File: config.mk
export PLATFORM = sky130hd
export DESIGN_NAME = fp16_add_drv
export DESIGN_NICKNAME = d
export VERILOG_FILES = /design/src/rtl/fp16_pkg.sv /design/src/rtl/sync_fifo.sv /design/src/rtl/fp16_add_drv.sv
export SDC_FILE = /design/constraint.sdc
export NUM_CORES = 1
export LEC_CHECK = 0
export CAP_MARGIN = 10
export CORE_ASPECT_RATIO = 1.5
export CORE_MARGIN = 2
export CORE_UTILIZATION = 40
export CTS_BUF_LIST = sky130_fd_sc_hd__clkbuf_8 sky130_fd_sc_hd__clkbuf_16
export DETAILED_ROUTE_END_ITERATION = 16
export GPL_ROUTABILITY_DRIVEN = 1
export REMOVE_ABC_BUFFERS = 1
export SETUP_SLACK_MARGIN = 0.05
export SLEW_MARGIN = 30
export SYNTH_ARGS = -nofsm -noshare
export SYNTH_HDL_FRONTEND = slang
export SYNTH_HIERARCHICAL = 1
export SYNTH_SLANG_ARGS = --single-unit
File: constraint.sdc
create_clock -name clk -period 5.2 [get_ports clk]
set_clock_uncertainty 0.15 [all_clocks]
set_input_delay 0.78 -clock clk [delete_from_list [all_inputs] [get_ports clk]]
set_output_delay 0.78 -clock clk [all_outputs]
set_load 0.03 [all_outputs]
File: src/rtl/fp16_pkg.sv
// fp16_pkg: shared types for the fp16 adder driver.
package fp16_pkg;

   typedef logic [15:0] fp16_t;

   localparam int unsigned FP16_SIGN_BIT = 15;

   typedef enum logic [0:0] {
      RUN   = 1'b0,
      DRAIN = 1'b1
   } drv_state_t;

endpackage

File: src/rtl/sync_fifo.sv
// sync_fifo: single-clock FIFO with synchronous clear; DEPTH must be a power of two.
module sync_fifo #(
   parameter int unsigned WIDTH = 8,
   parameter int unsigned DEPTH = 8
) (
   input  logic                   clk,
   input  logic                   rst,
   input  logic                   push,
   input  logic                   pop,
   input  logic                   clear,
   input  logic [WIDTH-1:0]       din,
   output logic [WIDTH-1:0]       dout,
   output logic                   full,
   output logic                   empty,
   output logic [$clog2(DEPTH):0] count
);

   localparam int unsigned AW = $clog2(DEPTH);
   localparam int unsigned CW = AW + 1;

   logic [WIDTH-1:0] r_mem [DEPTH];
   logic [AW-1:0]    r_wr_ptr;
   logic [AW-1:0]    r_rd_ptr;
   logic [CW-1:0]    r_count;
   logic             w_push;
   logic             w_pop;

   assign w_pop  = pop && (r_count != '0);
   // A full FIFO still takes a push when the head leaves in the same cycle.
   assign w_push = push && ((r_count != CW'(DEPTH)) || w_pop);

   always_ff @(posedge clk) begin
      if (rst || clear) begin
         r_wr_ptr <= '0;
         r_rd_ptr <= '0;
         r_count  <= '0;
      end else begin
         if (w_push) begin
            r_wr_ptr <= r_wr_ptr + AW'(1);
         end
         if (w_pop) begin
            r_rd_ptr <= r_rd_ptr + AW'(1);
         end
         r_count <= r_count + CW'(w_push) - CW'(w_pop);
      end
   end

   always_ff @(posedge clk) begin
      if (w_push) begin
         r_mem[r_wr_ptr] <= din;
      end
   end

   assign dout  = r_mem[r_rd_ptr];
   assign full  = (r_count == CW'(DEPTH));
   assign empty = (r_count == '0);
   assign count = r_count;

endmodule

File: src/rtl/fp16_add_drv.sv
// fp16_add_drv: issue driver and in-order result collector for the fp16_add wrapper.
// Define FP16_DRV_SUB_EN to add the s_op port (subtract by flipping the sign of B).
module fp16_add_drv
   import fp16_pkg::*;
#(
   parameter int unsigned DEPTH = 8,
   parameter int unsigned TAG_W = 4
) (
   input  logic             clk,
   input  logic             rst,
   input  logic             s_valid,
   output logic             s_ready,
   input  logic [15:0]      s_a,
   input  logic [15:0]      s_b,
   input  logic [TAG_W-1:0] s_tag,
`ifdef FP16_DRV_SUB_EN
   input  logic             s_op,
`endif
   output logic             add_valid,
   output logic [15:0]      add_a,
   output logic [15:0]      add_b,
   input  logic [15:0]      add_y,
   input  logic             add_ready,
   output logic             m_valid,
   input  logic             m_ready,
   output logic [15:0]      m_y,
   output logic [TAG_W-1:0] m_tag,
   input  logic             flush,
   output logic             busy,
   output logic             err
);

   localparam int unsigned CW = $clog2(DEPTH) + 1;
   localparam int unsigned RW = TAG_W + 16;

   drv_state_t       r_state;
   drv_state_t       w_state_d;
   logic [CW-1:0]    r_occ;
   logic [CW-1:0]    w_occ_d;
   logic             r_add_valid;
   fp16_t            r_add_a;
   fp16_t            r_add_b;
   fp16_t            w_b;
   logic             r_err;

   logic             w_s_ready;
   logic             w_accept;
   logic             w_m_valid;
   logic             w_m_pop;
   logic             w_tag_pop;
   logic             w_res_push;
   logic             w_flush_run;
   logic             w_tag_full;
   logic             w_tag_empty;
   logic [CW-1:0]    w_tag_count;
   logic [TAG_W-1:0] w_tag_head;
   logic             w_res_full;
   logic             w_res_empty;
   logic [CW-1:0]    w_res_count;
   logic [RW-1:0]    w_res_head;
   logic             w_unused;

   // occ counts tags in flight plus buffered results, so every issued op owns a result slot.
   assign w_s_ready   = !rst && (r_state == RUN) && (r_occ < CW'(DEPTH)) && !w_tag_full;
   assign w_accept    = s_valid && w_s_ready;
   assign w_m_valid   = !rst && (r_state == RUN) && !w_res_empty;
   assign w_m_pop     = w_m_valid && m_ready;
   assign w_tag_pop   = add_ready && !w_tag_empty;
   assign w_res_push  = w_tag_pop && (r_state == RUN);
   assign w_flush_run = flush && (r_state == RUN);

   always_comb begin
      w_b = s_b;
`ifdef FP16_DRV_SUB_EN
      if (s_op) begin
         w_b[FP16_SIGN_BIT] = ~s_b[FP16_SIGN_BIT];
      end
`endif
   end

   always_comb begin
      w_state_d = r_state;
      w_occ_d   = r_occ;
      case (r_state)
         RUN: begin
            if (flush) begin
               w_state_d = DRAIN;
               // Buffered results vanish; only ops still owed by the adder remain counted.
               w_occ_d   = w_tag_count + CW'(w_accept) - CW'(w_tag_pop);
            end else begin
               w_occ_d   = r_occ + CW'(w_accept) - CW'(w_m_pop);
            end
         end
         DRAIN: begin
            if (r_occ == '0) begin
               w_state_d = RUN;
            end else if (w_tag_pop) begin
               w_occ_d = r_occ - CW'(1);
            end
         end
         default: begin
            w_state_d = RUN;
         end
      endcase
   end

   always_ff @(posedge clk) begin
      if (rst) begin
         r_state     <= RUN;
         r_occ       <= '0;
         r_add_valid <= 1'b0;
         r_add_a     <= '0;
         r_add_b     <= '0;
         r_err       <= 1'b0;
      end else begin
         r_state     <= w_state_d;
         r_occ       <= w_occ_d;
         r_add_valid <= w_accept;
         if (w_accept) begin
            r_add_a <= s_a;
            r_add_b <= w_b;
         end
         if (add_ready && w_tag_empty) begin
            r_err <= 1'b1;
         end
      end
   end

   sync_fifo #(
      .WIDTH (TAG_W),
      .DEPTH (DEPTH)
   ) u_tag_fifo (
      .clk   (clk),
      .rst   (rst),
      .push  (w_accept),
      .pop   (w_tag_pop),
      .clear (1'b0),
      .din   (s_tag),
      .dout  (w_tag_head),
      .full  (w_tag_full),
      .empty (w_tag_empty),
      .count (w_tag_count)
   );

   sync_fifo #(
      .WIDTH (RW),
      .DEPTH (DEPTH)
   ) u_res_fifo (
      .clk   (clk),
      .rst   (rst),
      .push  (w_res_push),
      .pop   (w_m_pop),
      .clear (w_flush_run),
      .din   ({w_tag_head, add_y}),
      .dout  (w_res_head),
      .full  (w_res_full),
      .empty (w_res_empty),
      .count (w_res_count)
   );

   assign s_ready   = w_s_ready;
   assign add_valid = r_add_valid;
   assign add_a     = r_add_a;
   assign add_b     = r_add_b;
   assign m_valid   = w_m_valid;
   assign m_y       = w_m_valid ? w_res_head[15:0] : '0;
   assign m_tag     = w_m_valid ? w_res_head[RW-1:16] : '0;
   assign busy      = (r_state == DRAIN);
   assign err       = r_err;
   assign w_unused  = ^{w_res_full, w_res_count};

endmodule

==> flow_summary.ini <==
[run_status]
outcome = finished clean

[timing]
finalSetupTns_ps = 0
fin_crit_ps = 4100
relSlewSlack = 0.473
setup_violations = 0
slew_viol_final = 0
worst_pin_slew_ps = 786
hold_viol_final = 0
clock.fmax_mhz = 244
rsz0062_at_grt = no
finalCritPeriodShare = 0.789

[setup_path]
cp-end-kind = primary output
cp_slowest_cell = dfxtp_2
crit_family = buffers and inverters
cpPeakStageDelay_ps = 690
critPathLaunchType = register
crit_chain = buf_4 -> mux4_1 -> mux2_2 -> and2_1 -> clkdlybuf4s50_1
path_buf_inv = 2
path_class = reg -> out
cp_max_fo = 18
cp_data_required_time_ps = 4270
worst_ep_arrival_time_ps = 3170

[floorplanning]
die_y_um = 206
initial_core_util = 0.408
io_pins = 115
row_count = 73
core_um2 = 26600
die_w_um = 138
die_area_um2 = 28500

[power_and_ir_drop]
p_leak_nw = 4.43
vdd_drop_max_mv = 0.230
power.density_nw_per_um2 = 327

[synth]
synth_cell_types = 52
ys_warn_count = 6
synth-simple-area-share = 0.0829
synthTopCellsByArea = edfxtp_1 53%, dfxtp_1 12%, mux4_1 12%
ys_ff_latch = 257
synth.mux.area_fraction = 0.148
synthesis.area_um2 = 10900
synthFlopType = edfxtp_1
synth_top_family_by_area = multiplexers
synthCells = 693
async_flop_share = 0
yosys.area.top_type = edfxtp_1
synth_compound_area_frac = 0.0438
synth_fa_ha_area_frac = 0.0385
synth_sequential_area_ratio = 0.651
synth_edf_count = 192
avgSynthCellArea_um2 = 15.7
synth_xor_xnor_area_share = 0.00565
synth_top_area_share = 0.531

[clock_network]
clock_latency_ps = 510
post_cts_buffers = 0
postCtsResizedCells = 0
cts_tree = done
htreeDepth = 1
root_buffer = clkbuf_16
cts_hold_buf = 0
clk_path_buf_depth = 3
path_clk_slew_ps = 60
cts_made_buffers = 25
cts_sinks = 257

[route]
drtIter0Drc = 318
wire_per_inst_um = 18.4
drtPass1Iterations = 4
vias = 6105
finalWirelength_mm = 21.7
ant_nets = 0
routed_via_density = 5.19
drcViolationCount = 0

[grt]
met3_usage = 0.0319
grt_max_degree = 40
grt_overflow = 0
grt_pass1_wl_mm = 34.7
grtUsageTotal = 0.152
grt_pass1_vias = 6539
globalRouteMet2Util = 0.295
grtUsageMet1 = 0.171
antenna_found_initial = 0
grt-busiest-layer = met2

[min_path]
hold_path_class = reg -> reg

[flow_run]
maxCapViolations = 0

[place]
placed_area_um2 = 12400
numPortBuffers = 114
finalWeightedCongestion = 0.769
dp_hpwl_mm = 14.5

[cells_and_area]
syn_to_final_growth_pct = 21.8
fin_nets = 912
n_antenna_cell = 0
postLayoutCellArea_um2 = 13200
drive_above_1_share = 0.136
[per-layer routing]
layer,part of all wire,up-vias
li1,-,2882
met1,0.39,3025
met2,0.54,170
met3,0.059,28
met4,0.014,0
met5,0,-
[cells in the mapped netlist (2+ instances only)]
cell type,instances
a211oi_1,4
a21boi_1,2
a21o_1,3
a21oi_1,39
a21oi_2,9
a31oi_1,2
and2_1,23
buf_1,3
buf_2,3
buf_6,8
clkbuf_1,14
dfxtp_1,65
edfxtp_1,192
fa_1,4
ha_1,27
inv_1,31
inv_2,3
mux2_2,24
mux2i_1,8
mux4_1,48
nand2_1,73
nand2_2,9
nand2b_1,7
nand3_1,7
nand3b_1,2
nor2_1,15
nor2b_1,6
nor3_1,9
nor4_1,2
o211ai_1,5
o21ai_0,5
o21ai_1,2
o31ai_1,2
or2_2,2
or3_1,10
or3b_1,3
or4_1,2
xnor2_1,4
xor2_1,3
[cell type report]
type                       instances  area (um^2)
inverter                          35          133
sequential                       257         7070
tap                              337          422
fill                            2229        13400
multi-input combinational        376         3530
clock buffer                      25          626
timing repair buffer             128         1250
clock inverter                    19          189
[through the flow]
| step | setup slack (ps) | util | cells | hold slack [ps] | power (W) |
|---|---|---|---|---|---|
| finish | 1100 | 0.497 | 1177 | 307 | 0.00432 |
| global route | 921 | 0.497 | 1177 | 328 | 0.00448 |
| CTS | 1040 | 0.497 | 1177 | 313 | 0.00437 |
| detailed placement | 1210 | 0.467 | 1133 | 301 | 0.00258 |
| global placement | 1340 | 0.467 | 1133 | 293 | 0.00257 |
| floorplan | -146 | - | 668 | 300 | 0.00244 |
[worst register-to-register path, stage by stage, from the launching register on]
cell and delay, ps:
dfxtp_1 330, inv_1 110, ha_1 180, or3b_1 430
inv_1 180, nor4_4 70, nand2_4 330, clkinv_2 570
or3_1 600, nand2_1 90, ha_1 160, inv_1 60
fa_1 400, xor2_1 170, nor2_1 60
[where the power goes]
| group | internal [W] | switching (W) | total (W) |
|---|---|---|---|
| clock network | 0.00107 | 0.000714 | 0.00178 |
| logic | 0.000125 | 0.000160 | 0.000284 |
| registers | 0.00223 | 0.0000218 | 0.00225 |
| total | 0.00342 | 0.000896 | 0.00432 |
[layout by cell type (no fill, tap or decap), types with 9 or more instances in the layout]
master           count
mux2_2              24
nand2_2              9
ha_1                27
nand2_1             73
clkbuf_16           25
or3_1               10
nor2_1              12
buf_4               13
edfxtp_1           192
dfxtp_1             63
a21oi_1             39
a21oi_2              9
mux4_1              48
clkdlybuf4s50_1    113
and2_1              23
inv_1               35
[state kept, by name (all words and copies together) (netlist names), named ones only]
signal / flops
add_b: 16
busy: 1
u_res_fifo/r_mem: 160
u_tag_fifo/r_wr_ptr: 3
u_res_fifo/r_rd_ptr: 3
u_res_fifo/r_wr_ptr: 3
u_tag_fifo/r_mem: 32
u_tag_fifo/r_rd_ptr: 3
r_occ: 4
add_a: 16
err: 1
u_res_fifo/count: 4
add_valid: 1
u_tag_fifo/count: 4
[path summary, 6_finish.rpt]
path	cells past startpoint	endpoint	start	slack, ps
worst min-delay path	2	add_a[5]	add_a[5]	310
worst max-delay path	5	m_tag[2]	register	1100
worst max register to register	14	u_tag_fifo/count[2]	u_tag_fifo/count[2]	1190
worst min register to register	2	add_a[5]	add_a[5]	310
[cells by family (layout without fill, tap and decap cells)]
family / after synthesis / in the layout
AOI/OAI and AO/OA: 77 / 77
xor gates and xnor gates: 7 / 7
adders and majority gates: 31 / 31
buffers and inverters: 64 / 207
DFF: 257 / 257
muxes: 80 / 80
other: 1 / 5
and+or+nand+nor: 176 / 176
Power figures use the tool's default switching activity.
